### config.mk
export PLATFORM = sky130hd
export DESIGN_NAME = uart_tx_flat
export DESIGN_NICKNAME = d
export VERILOG_FILES = /design/src/rtl/uart_tx_if.sv /design/src/rtl/uart_tx.sv /design/src/flat_wrapper.sv
export SDC_FILE = /design/constraint.sdc
export NUM_CORES = 1
export LEC_CHECK = 0
export ABC_CLOCK_PERIOD_IN_PS = 1700
export BUFFER_PORTS_ARGS = -buffer_cell sky130_fd_sc_hd__buf_4
export CORE_MARGIN = 2
export CORE_UTILIZATION = 49
export CTS_BUF_LIST = sky130_fd_sc_hd__clkbuf_16
export CTS_CLUSTER_SIZE = 20
export DETAILED_ROUTE_END_ITERATION = 16
export GPL_TIMING_DRIVEN = 0
export PLACE_DENSITY = 0.77
export SLEW_MARGIN = 20
export SYNTH_ARGS = -nofsm -noshare
export SYNTH_HDL_FRONTEND = slang
export SYNTH_SLANG_ARGS = --single-unit
### constraint.sdc
create_clock -name CLK -period 1.7 [get_ports CLK]
set_input_delay 0.085 -clock CLK [delete_from_list [all_inputs] [get_ports CLK]]
set_output_delay 0.085 -clock CLK [all_outputs]
set_load 0.01 [all_outputs]
### src/rtl/uart_tx_if.sv
// rtl/uart_tx_if.sv - parallel-side handshake bundle for the UART transmitter
interface uart_tx_if #(
  parameter int DATA_WIDTH = 8
);

  // Word to send, request strobe and per-frame parity options
  logic [DATA_WIDTH-1:0] P_DATA;
  logic                  Data_Valid;
  logic                  PAR_EN;
  logic                  PAR_TYP;

  // High from accept until the end of the stop bit
  logic                  busy;

  // System-side register/FIFO logic drives the request
  modport master (
    output P_DATA,
    output Data_Valid,
    output PAR_EN,
    output PAR_TYP,
    input  busy
  );

  // The transmitter consumes the request and reports busy
  modport slave (
    input  P_DATA,
    input  Data_Valid,
    input  PAR_EN,
    input  PAR_TYP,
    output busy
  );

endinterface

### src/rtl/uart_tx.sv
// rtl/uart_tx.sv - UART transmitter: start, LSB-first data, optional parity, one stop bit
module uart_tx #(
  parameter int DATA_WIDTH   = 8,
  parameter int CLKS_PER_BIT = 16
) (
  input  logic      CLK,
  input  logic      RST,
  uart_tx_if.slave  host,
  output logic      TX_OUT
);

  localparam int CNT_W = (CLKS_PER_BIT > 1) ? $clog2(CLKS_PER_BIT) : 1;
  localparam int IDX_W = (DATA_WIDTH > 1) ? $clog2(DATA_WIDTH) : 1;

  localparam logic [CNT_W-1:0] CNT_LAST = CNT_W'(CLKS_PER_BIT - 1);
  localparam logic [IDX_W-1:0] IDX_LAST = IDX_W'(DATA_WIDTH - 1);

  typedef enum logic [2:0] {
    IDLE   = 3'd0,
    START  = 3'd1,
    DATA   = 3'd2,
    PARITY = 3'd3,
    STOP   = 3'd4
  } state_t;

  state_t                state_q, state_d;
  logic [CNT_W-1:0]      cnt_q, cnt_d;
  logic [IDX_W-1:0]      idx_q, idx_d;
  logic [DATA_WIDTH-1:0] shift_q, shift_d;
  logic                  par_en_q, par_en_d;
  logic                  par_bit_q, par_bit_d;
  logic                  tx_q, tx_d;
  logic                  busy_q, busy_d;

  logic                  bit_done;
  logic                  last_bit;
  logic                  accept;

  // A bit period ends on the last baud count; last_bit marks the MSB slot
  assign bit_done = (cnt_q == CNT_LAST);
  assign last_bit = (idx_q == IDX_LAST);
  assign accept   = (state_q == IDLE) && host.Data_Valid;

  // State and datapath registers; reset abandons any frame in progress
  always_ff @(posedge CLK) begin
    if (RST) begin
      state_q   <= IDLE;
      cnt_q     <= '0;
      idx_q     <= '0;
      shift_q   <= '0;
      par_en_q  <= 1'b0;
      par_bit_q <= 1'b0;
      tx_q      <= 1'b1;
      busy_q    <= 1'b0;
    end else begin
      state_q   <= state_d;
      cnt_q     <= cnt_d;
      idx_q     <= idx_d;
      shift_q   <= shift_d;
      par_en_q  <= par_en_d;
      par_bit_q <= par_bit_d;
      tx_q      <= tx_d;
      busy_q    <= busy_d;
    end
  end

  // Frame sequencing: each non-idle state advances when its bit period ends
  always_comb begin
    state_d = state_q;
    case (state_q)
      IDLE:    if (host.Data_Valid) state_d = START;
      START:   if (bit_done) state_d = DATA;
      DATA:    if (bit_done && last_bit) state_d = par_en_q ? PARITY : STOP;
      PARITY:  if (bit_done) state_d = STOP;
      STOP:    if (bit_done) state_d = IDLE;
      default: state_d = IDLE;
    endcase
  end

  // Next values for counters, shift register and the registered line/busy outputs
  always_comb begin
    cnt_d     = cnt_q;
    idx_d     = idx_q;
    shift_d   = shift_q;
    par_en_d  = par_en_q;
    par_bit_d = par_bit_q;

    if (state_q == IDLE) begin
      cnt_d = '0;
      idx_d = '0;
      if (accept) begin
        // Options are captured here so later input changes cannot disturb the frame
        shift_d   = host.P_DATA;
        par_en_d  = host.PAR_EN;
        par_bit_d = (^host.P_DATA) ^ host.PAR_TYP;
      end
    end else begin
      cnt_d = bit_done ? '0 : cnt_q + CNT_W'(1);
      if ((state_q == START) && bit_done) begin
        idx_d = '0;
      end
      if ((state_q == DATA) && bit_done && !last_bit) begin
        idx_d   = idx_q + IDX_W'(1);
        shift_d = shift_q >> 1;
      end
    end

    // Line level is derived from the state being entered so it changes exactly on the edge
    case (state_d)
      IDLE:    tx_d = 1'b1;
      START:   tx_d = 1'b0;
      DATA:    tx_d = shift_d[0];
      PARITY:  tx_d = par_bit_d;
      STOP:    tx_d = 1'b1;
      default: tx_d = 1'b1;
    endcase

    busy_d = (state_d != IDLE);
  end

  assign TX_OUT    = tx_q;
  assign host.busy = busy_q;

endmodule

### src/flat_wrapper.sv
// flat-port wrapper written by rule: the top's interface ports become plain ports
module uart_tx_flat 
#(
  parameter int DATA_WIDTH   = 8,
  parameter int CLKS_PER_BIT = 16
)
  (CLK, RST, TX_OUT, host_P_DATA, host_Data_Valid, host_PAR_EN, host_PAR_TYP, host_busy);
  uart_tx_if #(.DATA_WIDTH(DATA_WIDTH)) host_i ();
  input  logic CLK;
  input  logic RST;
  output logic TX_OUT;
  input wire logic [$bits(host_i.P_DATA)-1:0] host_P_DATA;
  input wire logic [$bits(host_i.Data_Valid)-1:0] host_Data_Valid;
  input wire logic [$bits(host_i.PAR_EN)-1:0] host_PAR_EN;
  input wire logic [$bits(host_i.PAR_TYP)-1:0] host_PAR_TYP;
  output wire logic [$bits(host_i.busy)-1:0] host_busy;
  assign host_i.P_DATA = host_P_DATA;
  assign host_i.Data_Valid = host_Data_Valid;
  assign host_i.PAR_EN = host_PAR_EN;
  assign host_i.PAR_TYP = host_PAR_TYP;
  assign host_busy = host_i.busy;
  uart_tx #(.DATA_WIDTH(DATA_WIDTH), .CLKS_PER_BIT(CLKS_PER_BIT)) u_core (.CLK(CLK), .RST(RST), .host(host_i), .TX_OUT(TX_OUT));
endmodule
== Word-level counts from Yosys, hierarchy flattened ==
Index checks and enable logic that the tools add are counted.
Word-level totals
  bits in registers: 22
  bits in latches: 0
  RAM bits: 0
  memory bits (read-only): 0
  input port bits: 13
  output and inout port bits: 2
  logic and storage cells: 52
  memories kept: 0
Operators by class
  add/sub/neg operators: 2
  multiply operators: 0
  divide/modulo/power cells: 0
  magnitude comparators: 0
  eq/ne operators: 10
  shifts and indexed selects: 0
  mux-type cells: 15
  bitwise logic cells: 1
  reductions and logical operators: 15
Operators by type and width (count)
  3-bit two-way mux: 8
  8-bit two-way mux: 3
  3-bit case mux with 5 select lines: 1
  3-bit by 2-bit equality test with 1-bit output (second input constant): 4
  8-bit XOR reduction: 1
  3-bit by 1-bit equality test with 1-bit output (second input constant): 2
  3-bit equality test (second input constant): 2
  1-bit logical AND: 5
  4-bit by 1-bit adder with 4-bit output (second input constant): 1
  4-bit equality test (second input constant): 1
  2-bit AND reduction: 2
  2-bit nonzero test: 2
  3-bit by 1-bit adder with 3-bit output (second input constant): 1
  3-bit zero test: 1
  1-bit case mux with 3 select lines: 1
  3-bit nonzero test: 1
  3-bit OR reduction: 1
  1-bit two-way mux: 2
  2-bit by 1-bit inequality test with 1-bit output (second input constant): 1
  2-bit OR reduction: 1
  1-bit zero test: 1
  1-bit bitwise XOR: 1

== Longest topological paths before layout ==
  word-level depth: 6
  depth in mapped cells: 7

== Least setup slack after synthesis ==
Ideal clock, no wire load.
  kind: reg-to-reg
  start: reg u_core.idx_q[0]
  end: reg u_core.tx_q, in the netlist u_core.TX_OUT
  library setup time: 0.122 ns
  arrival: 1.670 ns
  setup slack: -0.092 ns
  stages on the path, launching flop included: 8
  period minus slack after synthesis: 1.792 ns
  path through: dfxtp_1 ha_1 ha_1 nor3b_1 a211oi_1 a221oi_2 nand2b_1 a221o_1
On the way
  longest elaborated chain between the ends: 6
  elaborated cells on any way between the ends: 12
  classes of those cells: eq/ne (4); mux (5); reduce/logical (3)
Ends and longest elaborated chain
  from (decl): RTL line uart_tx.sv:28  | logic [IDX_W-1:0] idx_q, idx_d;
  from (signal assigned): RTL line uart_tx.sv:58  | idx_q <= idx_d;
  3-bit equality test (*): RTL line uart_tx.sv:41  | assign last_bit = (idx_q == IDX_LAST);
  1-bit logical AND or 1-bit zero test (tied branches): RTL line uart_tx.sv:73, uart_tx.sv:102
  3-bit two-way mux or 1-bit logical AND (tied branches): RTL line uart_tx.sv:73, uart_tx.sv:102
  3-bit case mux with 5 select lines or 8-bit two-way mux (tied branches): RTL line uart_tx.sv:70, uart_tx.sv:102
  3-bit by 2-bit equality test with 1-bit output, or another cell as far along: RTL line uart_tx.sv:109  | case (state_d)
  1-bit case mux with 3 select lines (*): RTL line uart_tx.sv:109
  to (signal assigned): RTL line uart_tx.sv:62  | tx_q <= tx_d;
  to (decl): RTL line uart_tx.sv:32  | logic tx_q, tx_d;
Every way passes the cells marked *; elsewhere a longest branch is shown, timed or not. The select of a mux whose other input is x is not followed.
A chain may end at the register's enable or synchronous reset.

== Worst setup path in the final report ==
  start: reg u_core.cnt_q[1]
  end: reg u_core.tx_q, in the netlist u_core.TX_OUT
On the way
  longest elaborated chain between the ends: 6
  elaborated cells on any way between the ends: 15
  classes of those cells: eq/ne (4); mux (8); reduce/logical (3)
Ends and longest elaborated chain
  from (decl): RTL line uart_tx.sv:27  | logic [CNT_W-1:0] cnt_q, cnt_d;
  from (signal assigned): RTL line uart_tx.sv:57  | cnt_q <= cnt_d;
  4-bit equality test (*): RTL line uart_tx.sv:40  | assign bit_done = (cnt_q == CNT_LAST);
  1-bit logical AND (on tied branches): RTL line uart_tx.sv:73, uart_tx.sv:102
  3-bit two-way mux or 1-bit logical AND (tied branches): RTL line uart_tx.sv:73, uart_tx.sv:102
  3-bit case mux with 5 select lines or 8-bit two-way mux (tied branches): RTL line uart_tx.sv:70, uart_tx.sv:102
  3-bit by 2-bit equality test with 1-bit output, or another cell as far along: RTL line uart_tx.sv:109
  1-bit case mux with 3 select lines (*): RTL line uart_tx.sv:109
Marked as above.

==> qor.csv <==
stage;metric;value;unit
outcome;status;complete, but fails checks;
outcome;violations;negative setup slack;
synthesis;async_reset_ff_frac;0;
floorplanning;die_x;49.90;um
cells_and_area;nets;152;
floorplanning;ios;15;
cells_and_area;layoutNonFillerInstCount;162;
detailed_routing;wirelength;2.113;mm
timing;rsz0062_at_grt;true;
clock_network;ctsHtreeMaxLevel;1;
cells_and_area;final_area;1335;um^2
synthesis;syn_avg_cell_area;8.823;um^2
power_and_ir_drop;p_leak;0.5008;nW
timing;fin_setup_tns;-20.93;ps
place;dp.cells;157;
synthesis;synthesis.area;1032;um^2
grt;grt_start_max_net_pins;13;
grt;grt_usage;0.1879;
floorplanning;die_h;49.90;um
timing;fin_skew;1.259;ps
hold_path;hold-path-endpoint;u_core.par_en_q;
critical_path;crit_path_end_kind;flop;
synthesis;synth_top_flop_cell;dfxtp_1;
place;gp_congestion;0.8348;
synthesis;synth_nets;133;
detailed_routing;ant_nets;0;
critical_path;crit_type;flop to flop;
detailed_routing;dr.pass1.iters;2;
critical_path;rrSetupSlack;-20;ps
synthesis;synth.cells.most_frequent;dfxtp_1, nor2_1, nand2_1, a21oi_1, a22oi_1;
synthesis;synth_cell_types;33;
clock_network;clkTransAtPathRegs;60;ps
synthesis;yosys.area.top_type;dfxtp_1;
hold_path;hp-class;input port to flop;
synthesis;yosysMostFrequentCell;dfxtp_1;
power_and_ir_drop;p_per_area;898.2;nW/um^2
grt;grt_pass1_vias;846;
synthesis;yosysWarnings;0;
clock_network;root_buffer;clkbuf_16;
critical_path;cp.arrival;1860;ps
cells_and_area;final_layout_size_suffix_gt1_frac;0.2593;
grt;grt_pass1_wl;3.588;mm
synthesis;yosys_register_bits;22;
synthesis;synth_area_leaders;dfxtp_1, a22oi_1, a21oi_1;
detailed_routing;vias_per_cell;5.309;
power_and_ir_drop;irDropWorstVdd;0.7997;mV
critical_path;reg2reg_from;u_core.cnt_q[1];
critical_path;cp.required;1840;ps
timing;worst_pin_slew;427.2;ps
timing;period_minus_slack;1721;ps
timing;period_share;1.012;
clock_network;numCtsBuffers;3;
critical_path;reg2reg_to;u_core.TX_OUT;
flow_run;cap_violations;0;
cells_and_area;area_delta_synth_final;29.33;%
clock_network;cts_tree;yes;
floorplanning;core;1982;um^2
detailed_routing;routedWlPerCell;13.04;um
place;port_buffers;13;
critical_path;critPathMaxFanout;5;
clock_network;clkLatencyLatePin;250;ps
grt;overflow;0;
detailed_routing;dr.first_iter.drc_count;13;
cells_and_area;insertedDiodeCount;0;
synthesis;yosys.area.top_type_share;0.4267;
detailed_routing;drc;0;
timing;fin_ws;-20.93;ps
timing;slew_viol_final;0;
detailed_routing;vias;860;
hold_path;min_path_cells;3;
critical_path;worstSetupStartpointType;flop;
place;placed_area;1174;um^2
hold_path;hold_start;host_PAR_EN;
synthesis;synth_seq_area_share;0.4267;
floorplanning;die_area;2490;um^2
clock_network;clock_sinks;22;
timing;fmax;581.1;MHz
clock_network;cts.hold.buffers_added;0;
timing;finalHoldViolations;0;
synthesis;syn_inst;117;
timing;slew_headroom;0.7152;
timing;setup_violations;1;
grt;antenna_found_initial;0;
place;dpl.hpwl;1.561;mm
floorplanning;rows;16;
floorplanning;initial_core_util;0.5208;
synthesis;synth_edf_count;0;
critical_path;rr_worst_depth;6;
clock_network;clock_path_buffers;2;
-- critical path, cell delays in order, from the launching register on --
cell	delay [ps]
dfxtp_1	330
ha_4	180
and4b_2	260
and2_4	160
a221oi_4	270
nand2b_1	90
a221o_1	310
-- cell families (layout without fill, tap and decap cells) --
kind of cell	count (synthesis)	count (layout)	synth area share
AO/OA/AOI/OAI	31	31	0.2012
XOR/XNOR	9	9	0.08970
adder cells (fa/ha/maj)	3	3	0.03637
buffers and inverters	8	26	0.03272
flip-flops	22	22	0.4267
multiplexers	1	1	0.009697
AND/OR/NAND/NOR	43	43	0.2037
-- sequential cells by signal, indices dropped and copies added (netlist names) --
name              count
u_core.shift_q        8
u_core.cnt_q          4
u_core.idx_q          3
u_core.state_q        3
u_core.TX_OUT         1
u_core.host.busy      1
u_core.par_bit_q      1
u_core.par_en_q       1
-- metrics by stage --
step / util / setup WS (ps) / total power [W] / hold slack, ps
floorplan: - / 6.057 / 0.0006539 / 221.0
CTS: 0.6540 / -45.74 / 0.001202 / 100.8
global placement: 0.5922 / -107.8 / 0.0007011 / 359.2
global route: 0.6736 / -103.0 / 0.001244 / 111.2
detailed placement: 0.5922 / -137.1 / 0.0007070 / 372.2
finish: 0.6736 / -20.93 / 0.001199 / 107.6
-- final cells by class --
type                            count  area (um^2)
Multi-Input combinational cell     87        636.9
Clock inverter                      1        3.754
Clock buffer                        3        75.07
Buffer                              5        25.02
Timing Repair Buffer               14        105.1
Fill cell                         152        646.9
Sequential cell                    22        444.2
Tap cell                           27        33.78
Inverter                            3        11.26
-- layer usage --
layer  share of wire  global-route usage  up-vias
li1                -                   -      447
met1            0.46              0.2237      397
met2            0.49              0.3289       13
met3           0.036             0.03030        3
met4           0.014             0.08333        0
met5               0                   0        -
-- where the power goes --
group	internal (W)	switching, W	total, W
registers	0.000539	0.0000149	0.000554
clock network	0.000314	0.000181	0.000495
logic	0.0000774	0.0000730	0.000150
-- layout by cell type (no fill, tap or decap), types with 2 or more instances in the layout --
cell type / netlist / routed
a41oi_1: 2 / 2
a21oi_1: 11 / 10
buf_4: 0 / 14
xnor2_1: 5 / 5
dfxtp_2: 0 / 3
a22oi_1: 8 / 8
nand2b_1: 2 / 2
inv_1: 3 / 3
xor2_1: 3 / 3
nand3b_1: 2 / 2
clkbuf_1: 2 / 2
o21ai_1: 1 / 2
clkbuf_16: 0 / 3
dfxtp_1: 22 / 19
ha_4: 0 / 3
o21ai_0: 3 / 2
nor2_1: 14 / 13
nand3_1: 4 / 4
buf_2: 3 / 2
nand2_1: 13 / 13
-- worst max path at each step --
| stage | start | end | cells past startpoint | slack [ps] |
|---|---|---|---|---|
| floorplan | u_core.idx_q[0] | u_core.TX_OUT | 7 | 6 |
| global placement | u_core.idx_q[0] | u_core.TX_OUT | 7 | -110 |
| detailed placement | u_core.idx_q[0] | u_core.TX_OUT | 7 | -140 |
| CTS | u_core.idx_q[0] | u_core.TX_OUT | 7 | -50 |
| global route | u_core.idx_q[0] | u_core.TX_OUT | 7 | -100 |
| finish | u_core.cnt_q[1] | u_core.TX_OUT | 6 | -20 |
-- repair_timing --
action	CTS	global route
pin swaps	5	2
setup buffers	1	0
endpoints found under the hold margin	0	0
resized for setup	7	9
endpoints found under the setup margin	1	8
(Power assumes the default switching activity.)
